`src/rtl/btn_if.sv`:
```
// btn_if: raw button inputs and conditioned level/press/release outputs for btn_cond.
interface btn_if;
    logic [4:0] btn_in;
    logic [4:0] btn_level;
    logic [4:0] btn_press;
    logic [4:0] btn_release;
    modport master(output btn_in, input btn_level, input btn_press, input btn_release);
    modport slave(input btn_in, output btn_level, output btn_press, output btn_release);
endinterface

```
`src/rtl/btn_cond.sv`:
```
// btn_cond: five-button synchronizer, debouncer and press/release/auto-repeat pulse generator.
module btn_cond #(
    parameter int unsigned DB_CYCLES    = 1000000,
    parameter int unsigned REPEAT_DELAY = 40000000,
    parameter int unsigned REPEAT_RATE  = 10000000,
    parameter logic [4:0]  REPEAT_MASK  = 5'b11110
) (
    input logic  clk,
    input logic  rst,
    btn_if.slave bus
);
    localparam logic [19:0] DB_MAX   = 20'(DB_CYCLES - 1);
    localparam logic [25:0] DLY_MAX  = 26'(REPEAT_DELAY - 1);
    localparam logic [25:0] RATE_MAX = 26'(REPEAT_RATE - 1);
    typedef enum logic [1:0] {REL, DELAY, REPEAT} rep_state_e;
    logic [4:0] sync1_q, sync1_d, sync2_q, sync2_d, level_q, level_d;
    logic [4:0] press_q, press_d, release_q, release_d;
    logic [4:0] diff, toggle, rise, fall, rep_hit;
    logic [19:0] db_cnt_q [5];
    logic [19:0] db_cnt_d [5];
    logic [25:0] rep_cnt_q [5];
    logic [25:0] rep_cnt_d [5];
    rep_state_e state_q [5];
    rep_state_e state_d [5];
    always_comb begin
        sync1_d = bus.btn_in;
        sync2_d = sync1_q;
        for (int i = 0; i < 5; i++) begin
            diff[i]      = sync2_q[i] ^ level_q[i];
            toggle[i]    = diff[i] && db_cnt_q[i] == DB_MAX;
            db_cnt_d[i]  = (diff[i] && !toggle[i]) ? db_cnt_q[i] + 20'd1 : 20'd0;
            level_d[i]   = level_q[i] ^ toggle[i];
            rise[i]      = toggle[i] & ~level_q[i];
            fall[i]      = toggle[i] & level_q[i];
            rep_hit[i]   = (state_q[i] == DELAY && rep_cnt_q[i] == DLY_MAX) ||
                           (state_q[i] == REPEAT && rep_cnt_q[i] == RATE_MAX);
            state_d[i]   = state_q[i];
            rep_cnt_d[i] = rep_cnt_q[i];
            if (fall[i]) begin
                state_d[i]   = REL;
                rep_cnt_d[i] = 26'd0;
            end else if (rise[i] && REPEAT_MASK[i]) begin
                state_d[i]   = DELAY;
                rep_cnt_d[i] = 26'd0;
            end else if (state_q[i] != REL) begin
                state_d[i]   = rep_hit[i] ? REPEAT : state_q[i];
                rep_cnt_d[i] = rep_hit[i] ? 26'd0 : rep_cnt_q[i] + 26'd1;
            end
            // a release edge wins over a coincident repeat so press and release never overlap
            press_d[i]   = rise[i] | (rep_hit[i] & ~fall[i]);
            release_d[i] = fall[i];
        end
    end
    always_ff @(posedge clk or negedge rst) begin
        if (!rst) begin
            sync1_q   <= '0;
            sync2_q   <= '0;
            level_q   <= '0;
            press_q   <= '0;
            release_q <= '0;
            for (int i = 0; i < 5; i++) begin
                db_cnt_q[i]  <= '0;
                rep_cnt_q[i] <= '0;
                state_q[i]   <= REL;
            end
        end else begin
            sync1_q   <= sync1_d;
            sync2_q   <= sync2_d;
            level_q   <= level_d;
            press_q   <= press_d;
            release_q <= release_d;
            for (int i = 0; i < 5; i++) begin
                db_cnt_q[i]  <= db_cnt_d[i];
                rep_cnt_q[i] <= rep_cnt_d[i];
                state_q[i]   <= state_d[i];
            end
        end
    end
    assign bus.btn_level   = level_q;
    assign bus.btn_press   = press_q;
    assign bus.btn_release = release_q;
endmodule

```
`src/flat_wrapper.sv`:
```
// flat-port wrapper written by rule: the top's interface ports become plain ports
module btn_cond_flat 
#(
    parameter int unsigned DB_CYCLES    = 1000000,
    parameter int unsigned REPEAT_DELAY = 40000000,
    parameter int unsigned REPEAT_RATE  = 10000000,
    parameter logic [4:0]  REPEAT_MASK  = 5'b11110
)
  (clk, rst, bus_btn_in, bus_btn_level, bus_btn_press, bus_btn_release);
  btn_if bus_i ();
  input logic clk;
  input logic rst;
  input wire logic [$bits(bus_i.btn_in)-1:0] bus_btn_in;
  output wire logic [$bits(bus_i.btn_level)-1:0] bus_btn_level;
  output wire logic [$bits(bus_i.btn_press)-1:0] bus_btn_press;
  output wire logic [$bits(bus_i.btn_release)-1:0] bus_btn_release;
  assign bus_i.btn_in = bus_btn_in;
  assign bus_btn_level = bus_i.btn_level;
  assign bus_btn_press = bus_i.btn_press;
  assign bus_btn_release = bus_i.btn_release;
  btn_cond #(.DB_CYCLES(DB_CYCLES), .REPEAT_DELAY(REPEAT_DELAY), .REPEAT_RATE(REPEAT_RATE), .REPEAT_MASK(REPEAT_MASK)) u_core (.clk(clk), .rst(rst), .bus(bus_i));
endmodule
```
`config.mk`:
```
export PLATFORM = sky130hd
export DESIGN_NAME = btn_cond_flat
export DESIGN_NICKNAME = d
export VERILOG_FILES = /design/src/rtl/btn_if.sv /design/src/rtl/btn_cond.sv /design/src/flat_wrapper.sv
export SDC_FILE = /design/constraint.sdc
export NUM_CORES = 1
export LEC_CHECK = 0
export BUFFER_PORTS_ARGS = -buffer_cell sky130_fd_sc_hd__buf_2
export CAP_MARGIN = 10
export CORE_ASPECT_RATIO = 0.5
export CORE_MARGIN = 5
export CORE_UTILIZATION = 59
export CTS_BUF_LIST = sky130_fd_sc_hd__clkbuf_8
export DETAILED_ROUTE_END_ITERATION = 12
export GPL_TIMING_DRIVEN = 0
export PLACE_DENSITY = 0.75
export SYNTH_ARGS = -nofsm -noshare
export SYNTH_HDL_FRONTEND = slang
export SYNTH_SLANG_ARGS = --single-unit
```
`constraint.sdc`:
```
create_clock -name clk -period 2.69 [get_ports clk]
set_clock_uncertainty 0.15 [all_clocks]
set_input_delay 0.538 -clock clk [delete_from_list [all_inputs] [get_ports clk]]
set_output_delay 0.538 -clock clk [all_outputs]
set_load 0.1 [all_outputs]
```
==> results of run 1 <==
## synthesized netlist by cell type, types with 12 or more instances
library cell | number | area (µm²)
nand3_1 | 87 | 435
nor4_1 | 42 | 263
xnor2_1 | 118 | 1030
and4_1 | 15 | 131
and3_1 | 45 | 282
nor4b_1 | 12 | 105
clkbuf_1 | 31 | 116
and2_1 | 12 | 75.1
o21ai_0 | 40 | 200
nand4_1 | 55 | 344
nor3_1 | 57 | 285
inv_1 | 28 | 105
nor2b_1 | 12 | 75.1
nand2_1 | 107 | 402
a21oi_1 | 31 | 155
xor2_1 | 69 | 604
nor2_1 | 229 | 860
dfrtp_1 | 264 | 6610
or3_1 | 31 | 194
## routing by layer
layer	share of wire [%]	global-route usage [%]	up-vias
met5	0	0	-
met4	1.2	4.85	0
met3	5.0	4.50	47
met2	46	36.1	248
met1	47	30.5	5175
li1	-	-	5116
## logic make-up after synthesis
group / Yosys count
multiplexers: 1
adder cells (fa/ha/maj): 10
AO/OA/AOI/OAI: 109
AND/OR/NAND/NOR: 769
XOR/XNOR: 187
flip-flops: 264
buffers and inverters: 70
## critical path, cell delays in order, from the launching register on
cell	delay, ns
dfrtp_2	0.47
nor4_4	0.36
nand3_2	0.15
o41a_1	0.40
or4_1	0.54
or3_1	0.32
a21oi_1	0.15
## worst max-delay path by stage
stage | start | to | slack, ns | depth (start not counted)
after global routing | u_core.db_cnt_q[72] | u_core.rep_cnt_q[101] | -0.02 | 8
final | u_core.db_cnt_q[33] | u_core.rep_cnt_q[48] | 0.08 | 6
after global placement | rst | async pin | -4.18 | 1
after CTS | u_core.rep_cnt_q[13] | u_core.rep_cnt_q[5] | 0.04 | 7
after floorplan | flip-flop | u_core.rep_cnt_q[20] | 0.1 | 6
after detailed placement | u_core.rep_cnt_q[104] | u_core.rep_cnt_q[116] | -0.24 | 9
## repair_timing
item | 4_1_cts | 5_1_grt
endpoints found under the hold margin | 79 | 0
endpoints found under the setup margin | 93 | 132
buffers inserted | 3 | 5
hold buffers | 6 | 0
pin swaps | 2 | 6
gates resized for setup | 11 | 48
## cell type report
cell class	instances	area, µm²
fillers	1784	7560
multi-input cells	1076	6660
flip-flops and latches	264	6610
clock buffers	50	688
well taps	307	384
repair buffers	37	290
plain buffers	39	195
inverters	28	105
clock inverters	15	93.8
## registers in the layout (all words and copies together) (netlist names), named ones only
signal	count
u_core.bus.btn_press	5
u_core.bus.btn_release	5
u_core.db_cnt_q	100
u_core.rep_cnt_q	130
u_core.state_q	9
u_core.sync1_q	5
u_core.sync2_q	5
## where the power goes
part / switching [mW] / internal [mW]
clock network: 1.54 / 1.76
logic: 0.122 / 0.0410
registers: 0.0233 / 4.00
## metrics by stage
stage / instances / TNS, ns
6_report: 1816 / 0
5_1_grt: 1816 / -0.0226
4_1_cts: 1813 / 0
3_5_place_dp: 1740 / -10.89
3_3_place_gp: 1738 / -973.03
2_1_floorplan: 1410 / 0
==> flow_metrics.py, run 1 <==
metrics = {
    "final_layout": {
        "stdcell_area_um2": 15000,
        "final_nets": 1501,
        "antenna_cells": 0,
        "layout_common_cells": "dfrtp_1, nor2_1, xnor2_1",
        "final_common_cell": "dfrtp_1",
        "final_util_pct": 66.5,
        "drive_gt1_share_pct": 11.1,
        "area_growth_pct": 12.3,
    },
    "global_route": {
        "grt_pass1_wl_mm": 48.9,
        "grt-ovfl-total": 0,
        "grt.total_usage_pct": 21.9,
        "grt_max_degree": 113,
        "antenna_found_initial": 0,
        "grt_pass1_vias": 10400,
    },
    "min_path": {
        "worstHoldPathCells": 0,
        "worstHoldPathType": "flip-flop to flip-flop",
        "hold_path_end": "u_core.sync2_q[3]",
        "hp-start": "u_core.sync1_q[3]",
    },
    "floorplanning": {
        "placement_rows": 39,
        "initial_utilization_pct": 59.3,
        "die_w_um": 223,
        "die_h_um": 117,
        "pin_count": 22,
        "dieArea_um2": 26000,
        "core_um2": 22600,
    },
    "logic_synthesis": {
        "synthSimpleGateAreaFrac_pct": 30.3,
        "yosys_most_used_dff": "dfrtp_1",
        "synth_fa_ha_area_share_pct": 0.934,
        "synth_xor_area_share_pct": 12.2,
        "avgSynthCellArea_um2": 9.50,
        "ys_seq_area_share_pct": 49.3,
        "synth_warnings": 0,
        "ys_ff_latch": 264,
        "ys_types": 64,
        "synth_top_family_by_area": "simple AND/OR/NAND/NOR gates",
        "syn_nets": 1427,
        "netlist_area_um2": 13400,
        "async_flop_share_pct": 100,
        "synth_edf_count": 0,
        "synthMuxAreaShare_pct": 0.0841,
        "synth_compound_area_share_pct": 5.04,
        "synthCells": 1410,
    },
    "setup_path": {
        "timing.reg2reg.setup_slack_ns": 0.08,
        "reg2reg_depth": 6,
        "cp-end-kind": "flip-flop",
        "r2r-end": "u_core.rep_cnt_q[48]",
        "cp-start-kind": "flip-flop",
        "cp.arrival_ns": 2.92,
        "worstSetupPathType": "flip-flop to flip-flop",
        "cp.required_ns": 3.00,
        "critPathMaxFanout": 7,
        "r2r_start": "u_core.db_cnt_q[33]",
    },
    "placed_design": {
        "postPlaceCellArea_um2": 13900,
        "globalplace.congestion": 0.904,
        "place_hpwl_mm": 18.7,
        "dp_slack_ns": -0.235,
        "port_buffers": 21,
    },
    "pwr": {
        "ir_drop_mv": 0.509,
        "total_power_mw": 7.48,
        "p_leak_nw": 6.37,
        "power_density_nw_per_um2": 497,
    },
    "clocking": {
        "clk_pin_slew_ns": 0.07,
        "clock_sinks": 264,
        "root_buffer": "clkbuf_8",
        "numCtsBuffers": 38,
        "clock_path_buffers": 3,
        "cts-htree-levels": 2,
        "cts_tree": "yes",
        "clk_latency_ns": 0.54,
    },
    "sta": {
        "setup_ws_ns": 0.0788,
        "final_max_slew_viol_count": 0,
        "period_share_pct": 97.1,
        "setup_viol": 0,
        "hold-worst-slack_ns": 0.196,
        "period_needed_ns": 2.61,
        "worst_pin_slew_ns": 0.627,
        "finalHoldViolations": 0,
        "fmax_mhz": 383,
        "slew-limit-headroom_pct": 57.6,
    },
    "status": {
        "outcome": "finished, final reports clean",
    },
    "flow_run": {
        "maxCapViolCount": 0,
    },
    "route": {
        "vias": 10600,
        "ant_nets": 0,
        "first_pass_iters": 5,
        "wl_per_cell_um": 15.5,
        "drt_iter0_drc": 830,
        "drc": 0,
        "drt_wl_total_mm": 28.2,
        "avgViaCountPerCell": 5.83,
    },
}
No activity file was read; power rests on OpenSTA's default activity.
==> run 2, diff against run 1 <==
==> constraint.sdc (replaced) <==
create_clock -name clk -period 2.6 [get_ports clk]
set_clock_uncertainty 0.15 [all_clocks]
set_input_delay 0.52 -clock clk [delete_from_list [all_inputs] [get_ports clk]]
set_output_delay 0.52 -clock clk [all_outputs]
set_load 0.1 [all_outputs]
==> run 2 against run 1 <==
Register-to-register slack worse by 0.03 ns. Critical endpoint unchanged. Via count is 0.32% higher. Sequential share of layout area is 0.34 points lower. Largest power group unchanged. Combinational power is 4% higher.
==> flow_metrics.py, run 2 (same netlist as run 1, synthesis figures left out) <==
metrics = {
    "clocking": {
        "clock_path_buffers": 3,
        "root_buffer": "clkbuf_8",
        "clk_latency_ns": 0.54,
        "clk_pin_slew_ns": 0.07,
        "clock_sinks": 264,
        "numCtsBuffers": 38,
        "cts_tree": "yes",
        "cts-htree-levels": 2,
    },
    "final_layout": {
        "reg_top3": "u_core.rep_cnt_q x130, u_core.db_cnt_q x100, u_core.state_q x9",
        "area_growth_pct": 13.1,
        "final_nets": 1505,
        "stdcell_count": 1820,
        "largest_register_ffs": 130,
        "drive_gt1_share_pct": 12.1,
        "final_common_cell": "dfrtp_1",
        "n_fill_cell": 1770,
        "top_register": "u_core.rep_cnt_q",
        "layout_common_cells": "dfrtp_1, nor2_1, xnor2_1",
        "antenna_cells": 0,
        "stdcell_area_um2": 15200,
    },
    "floorplanning": {
        "dieArea_um2": 26000,
        "die_w_um": 223,
        "placement_rows": 39,
        "initial_utilization_pct": 59.3,
        "die_h_um": 117,
        "core_um2": 22600,
        "pin_count": 22,
    },
    "sta": {
        "final_max_slew_viol_count": 0,
        "worst_pin_slew_ns": 0.629,
        "setup_ws_ns": 0.0535,
        "grt_setup_unrepaired": "yes",
        "period_needed_ns": 2.55,
        "setup_viol": 0,
        "period_share_pct": 97.9,
        "fmax_mhz": 393,
        "finalHoldViolations": 0,
        "setup-tns-final_ns": 0,
        "slew-limit-headroom_pct": 57.5,
    },
    "global_route": {
        "grt_pass1_vias": 10500,
        "antenna_found_initial": 0,
        "grt.total_usage_pct": 21.9,
        "grt_pass1_wl_mm": 49.0,
        "grt-ovfl-total": 0,
        "grt_max_degree": 113,
    },
    "setup_path": {
        "cp_slowest_cell": "or4_1",
        "endpoint": "u_core.rep_cnt_q[48]",
        "r2r_start": "u_core.db_cnt_q[31]",
        "worstSetupPathType": "flip-flop to flip-flop",
        "reg2reg_depth": 7,
        "cp_slowest_stage_delay_ns": 0.54,
        "critPathMaxFanout": 8,
        "cp.arrival_ns": 2.86,
        "critPathLaunch": "u_core.db_cnt_q[31]",
        "worstPathCellList": "buf_2 > nor4_4 > nand3_2 > o41a_1 > or4_1 > or3_1 > a21oi_1",
        "cp-start-kind": "flip-flop",
        "cp-end-kind": "flip-flop",
        "cp.required_ns": 2.91,
        "r2r-end": "u_core.rep_cnt_q[48]",
        "timing.reg2reg.setup_slack_ns": 0.05,
    },
    "placed_design": {
        "globalplace.congestion": 0.904,
        "dp_slack_ns": -0.325,
        "port_buffers": 21,
        "place_hpwl_mm": 18.7,
        "postPlaceCellArea_um2": 13900,
        "placed_cells": 1740,
    },
    "route": {
        "first_pass_iters": 5,
        "wl_met2_mm": 13.1,
        "drt_iter0_drc": 801,
        "vias": 10600,
        "drc": 0,
        "drt_wl_total_mm": 28.3,
        "wl_met1_mm": 13.5,
        "ant_nets": 0,
        "top_layer_used": "met4",
        "route.met3.wl_mm": 1.38,
        "avgViaCountPerCell": 5.84,
        "wl_per_cell_um": 15.5,
    },
    "flow_run": {
        "maxCapViolCount": 0,
    },
    "pwr": {
        "ir_drop_mv": 0.527,
        "p_leak_nw": 6.45,
        "power_density_nw_per_um2": 510,
        "total_power_mw": 7.74,
    },
    "status": {
        "outcome": "finished, final reports clean",
    },
    "min_path": {
        "worstHoldPathType": "flip-flop to flip-flop",
        "hp-start": "u_core.sync1_q[3]",
    },
}
## run 2: what timing repair did
item,CTS,global route
endpoints found under the setup margin,133,148
gates resized for setup,22,48
pin swaps,6,9
endpoints found under the hold margin,79,0
hold buffers,6,0
buffers inserted,7,7
## run 2: worst min-delay path by stage
stage                                    to  depth (start not counted)
after CTS                 u_core.sync2_q[3]                          0
after detailed placement  u_core.sync2_q[2]                          0
after global placement    u_core.sync2_q[3]                          0
after global routing      u_core.sync2_q[3]                          0
final                     u_core.sync2_q[3]                          0
after floorplan                   async pin                          0
## run 2: final cells by class
cell class | instances | area, µm² | area share (%)
Multi-Input combinational cell | 1076 | 6740 | 44.5
Inverter | 28 | 105 | 0.694
Clock inverter | 15 | 93.8 | 0.619
Tap cell | 307 | 384 | 2.54
Buffer | 37 | 190 | 1.26
Clock buffer | 50 | 688 | 4.54
Timing Repair Buffer | 43 | 335 | 2.21
Sequential cell | 264 | 6610 | 43.6
## run 2: per-stage QoR
stage | util [%] | hold WS, ns
2_1_floorplan | - | 0.0744
3_3_place_gp | 61.4 | 0.183
3_5_place_dp | 61.7 | 0.185
4_1_cts | 66.0 | 0.198
5_1_grt | 67.1 | 0.205
6_report | 67.1 | 0.196
## run 2: routing by layer
layer | track usage [%] | vias up
li1 | - | 5110
met1 | 30.5 | 5202
met2 | 36.5 | 260
met3 | 4.45 | 48
met4 | 4.69 | 0
met5 | 0 | -
## run 2: report_power, final
group          leakage [nW]  switching [mW]  internal [mW]  total [mW]
Clock                 0.435            1.59           1.82        3.41
Combinational          2.37           0.126         0.0427       0.169
Sequential             3.64          0.0243           4.13        4.16
Total                  6.45            1.74           6.00        7.74
## run 2: worst max-delay path: cells and delay by family, from the launching register on
kind / cells / cell delay (ns)
AND/OR/NAND/NOR: 4 / 1.26
AO/OA/AOI/OAI: 2 / 0.55
flip-flops: 1 / 0.35
buffers and inverters: 1 / 0.17
==> run 3, diff against run 2 <==
==> constraint.sdc (replaced) <==
create_clock -name clk -period 2.5 [get_ports clk]
set_clock_uncertainty 0.15 [all_clocks]
set_input_delay 0.5 -clock clk [delete_from_list [all_inputs] [get_ports clk]]
set_output_delay 0.5 -clock clk [all_outputs]
set_load 0.1 [all_outputs]
==> run 3 against run 2 <==
Clock power grew 8.5%. Global-route usage grew 0.42 points. Power up 6.0%. Via count is 1.0% higher. Largest cell class unchanged. Maximum frequency is 2.2% higher. Final cell count increased by 1.0%. First-iteration DRC count increased by 7.9%. Register-to-register slack got worse by 0.05 ns. Sequential cell count unchanged. Sequential power is 4% higher. Routed wire length is 2.5% higher. Setup slack worse by 0.045 ns.
==> flow_metrics.py, run 3 (same netlist as run 1, synthesis figures left out) <==
metrics = {
    "status": {
        "outcome": "finished, final reports clean",
    },
    "setup_path": {
        "endpoint": "u_core.rep_cnt_q[48]",
        "cp-end-kind": "flip-flop",
        "r2r-end": "u_core.rep_cnt_q[48]",
        "cp.arrival_ns": 2.82,
        "r2r_start": "u_core.db_cnt_q[28]",
        "cp-start-kind": "flip-flop",
        "timing.reg2reg.setup_slack_ns": 0.008,
        "critPathMaxFanout": 4,
        "critPathLaunch": "u_core.db_cnt_q[28]",
        "worstSetupPathType": "flip-flop to flip-flop",
        "cp.required_ns": 2.82,
        "reg2reg_depth": 6,
    },
    "global_route": {
        "grt_pass1_vias": 10600,
        "grt_max_degree": 130,
        "grt.total_usage_pct": 22.4,
        "grt_pass1_wl_mm": 49.6,
        "grt-ovfl-total": 0,
        "antenna_found_initial": 0,
    },
    "final_layout": {
        "top_register": "u_core.rep_cnt_q",
        "area_growth_pct": 16.1,
        "drive_gt1_share_pct": 15.7,
        "final_nets": 1522,
        "reg_top3": "u_core.rep_cnt_q x130, u_core.db_cnt_q x100, u_core.state_q x9",
        "n_fill_cell": 1720,
        "antenna_cells": 0,
        "final_util_pct": 68.8,
        "final_common_cell": "dfrtp_1",
        "largest_register_ffs": 130,
        "layout_common_cells": "dfrtp_1, nor2_1, xnor2_1",
    },
    "pwr": {
        "ir_drop_mv": 0.475,
        "clkPwrFrac_pct": 45.1,
        "power_density_nw_per_um2": 527,
        "power.internal_mw": 6.36,
        "power_frac_comb_pct": 2.2,
        "p_leak_nw": 6.64,
        "p_seq_share_pct": 52.8,
        "switchingPower_mw": 1.84,
        "power_switching_share_pct": 22.4,
    },
    "floorplanning": {
        "dieArea_um2": 26000,
        "die_h_um": 117,
        "initial_utilization_pct": 59.3,
        "core_um2": 22600,
        "placement_rows": 39,
        "die_w_um": 223,
        "pin_count": 22,
    },
    "clocking": {
        "clk_pin_slew_ns": 0.07,
        "clock_sinks": 264,
        "root_buffer": "clkbuf_8",
        "clk_latency_ns": 0.56,
        "cts-htree-levels": 2,
        "numCtsBuffers": 39,
        "cts_tree": "yes",
        "clock_path_buffers": 3,
    },
    "sta": {
        "period_needed_ns": 2.49,
        "worst_pin_slew_ns": 0.649,
        "finalHoldViolations": 0,
        "setup_viol": 0,
        "final_max_slew_viol_count": 0,
        "grt_setup_unrepaired": "yes",
        "period_share_pct": 99.7,
        "setup-tns-final_ns": 0,
        "slew-limit-headroom_pct": 56.7,
        "hold-worst-slack_ns": 0.203,
        "fmax_mhz": 401,
    },
    "route": {
        "avgViaCountPerCell": 5.83,
        "first_pass_iters": 7,
        "drc": 0,
        "drt_wl_total_mm": 29.0,
        "drt_iter0_drc": 864,
        "vias": 10700,
        "wl_per_cell_um": 15.8,
        "ant_nets": 0,
    },
    "flow_run": {
        "maxCapViolCount": 0,
    },
    "placed_design": {
        "globalplace.congestion": 0.899,
        "place_hpwl_mm": 18.6,
        "port_buffers": 21,
    },
    "min_path": {
        "worstHoldPathType": "flip-flop to flip-flop",
        "hp-start": "u_core.sync1_q[0]",
    },
}
==> run 3: worst max-delay path, cell delays in order, from the launching register on <==
cell     delay (ns)
dfrtp_2        0.43
nor4_4         0.32
nand3_2        0.14
o41a_1         0.40
or4_1          0.55
or3_1          0.31
a21oi_1        0.12
==> run 3: timing repair <==
action	in CTS	in global routing
setup buffers	17	15
resized for setup	49	85
cloned	0	1
hold endpoints to repair	30	0
hold buffers	6	0
endpoints found under the setup margin	145	170
pin swaps	15	19
==> run 3: cell type report <==
cell class | count | area (µm²) | share of cell area [%]
Timing Repair Buffer | 62 | 478 | 3.07
Buffer | 34 | 203 | 1.30
Clock inverter | 14 | 83.8 | 0.539
Inverter | 28 | 105 | 0.676
Tap cell | 307 | 384 | 2.47
Clock buffer | 54 | 743 | 4.78
Sequential cell | 264 | 6630 | 42.6
Multi-Input combinational cell | 1076 | 6920 | 44.5
==> run 3: power groups by stage <==
| stage | clock, mW | sequential (mW) | combinational [mW] |
|---|---|---|---|
| after floorplan | 0 | 4.40 | 0.0554 |
| final | 3.70 | 4.33 | 0.176 |
| after CTS | 3.80 | 4.33 | 0.183 |
| after global placement | 0 | 4.40 | 0.157 |
| after global routing | 4.01 | 4.33 | 0.208 |
| after detailed placement | 0 | 4.40 | 0.174 |
==> run 3: how the worst min path moves through the flow <==
| stage | endpoint | slack, ns | depth (start not counted) |
|---|---|---|---|
| after CTS | u_core.db_cnt_q[63] | 0.19 | 2 |
| final | u_core.sync2_q[0] | 0.20 | 0 |
| after detailed placement | u_core.sync2_q[1] | 0.19 | 0 |
| after global placement | u_core.sync2_q[0] | 0.18 | 0 |
| after global routing | u_core.db_cnt_q[66] | 0.21 | 2 |
| after floorplan | async pin | 0.05 | 0 |
==> run 3: through the flow <==
stage | setup slack [ns] | instance area, µm² | cells | power (mW)
6_report | 0.00823 | 15500 | 1839 | 8.20
5_1_grt | -0.0972 | 15500 | 1839 | 8.55
4_1_cts | -0.0725 | 15100 | 1826 | 8.31
3_5_place_dp | -0.407 | 14000 | 1740 | 4.58
3_3_place_gp | -4.32 | 13900 | 1738 | 4.56
2_1_floorplan | -0.0126 | 13400 | 1410 | 4.45
==> run 3: metal layers <==
| layer | up-vias | wire, µm | GRT usage, % |
|---|---|---|---|
| li1 | 5147 | - | - |
| met1 | 5333 | 13300 | 30.2 |
| met2 | 210 | 13900 | 37.2 |
| met3 | 40 | 1270 | 4.80 |
| met4 | 0 | 454 | 6.48 |
| met5 | - | 0 | 0 |
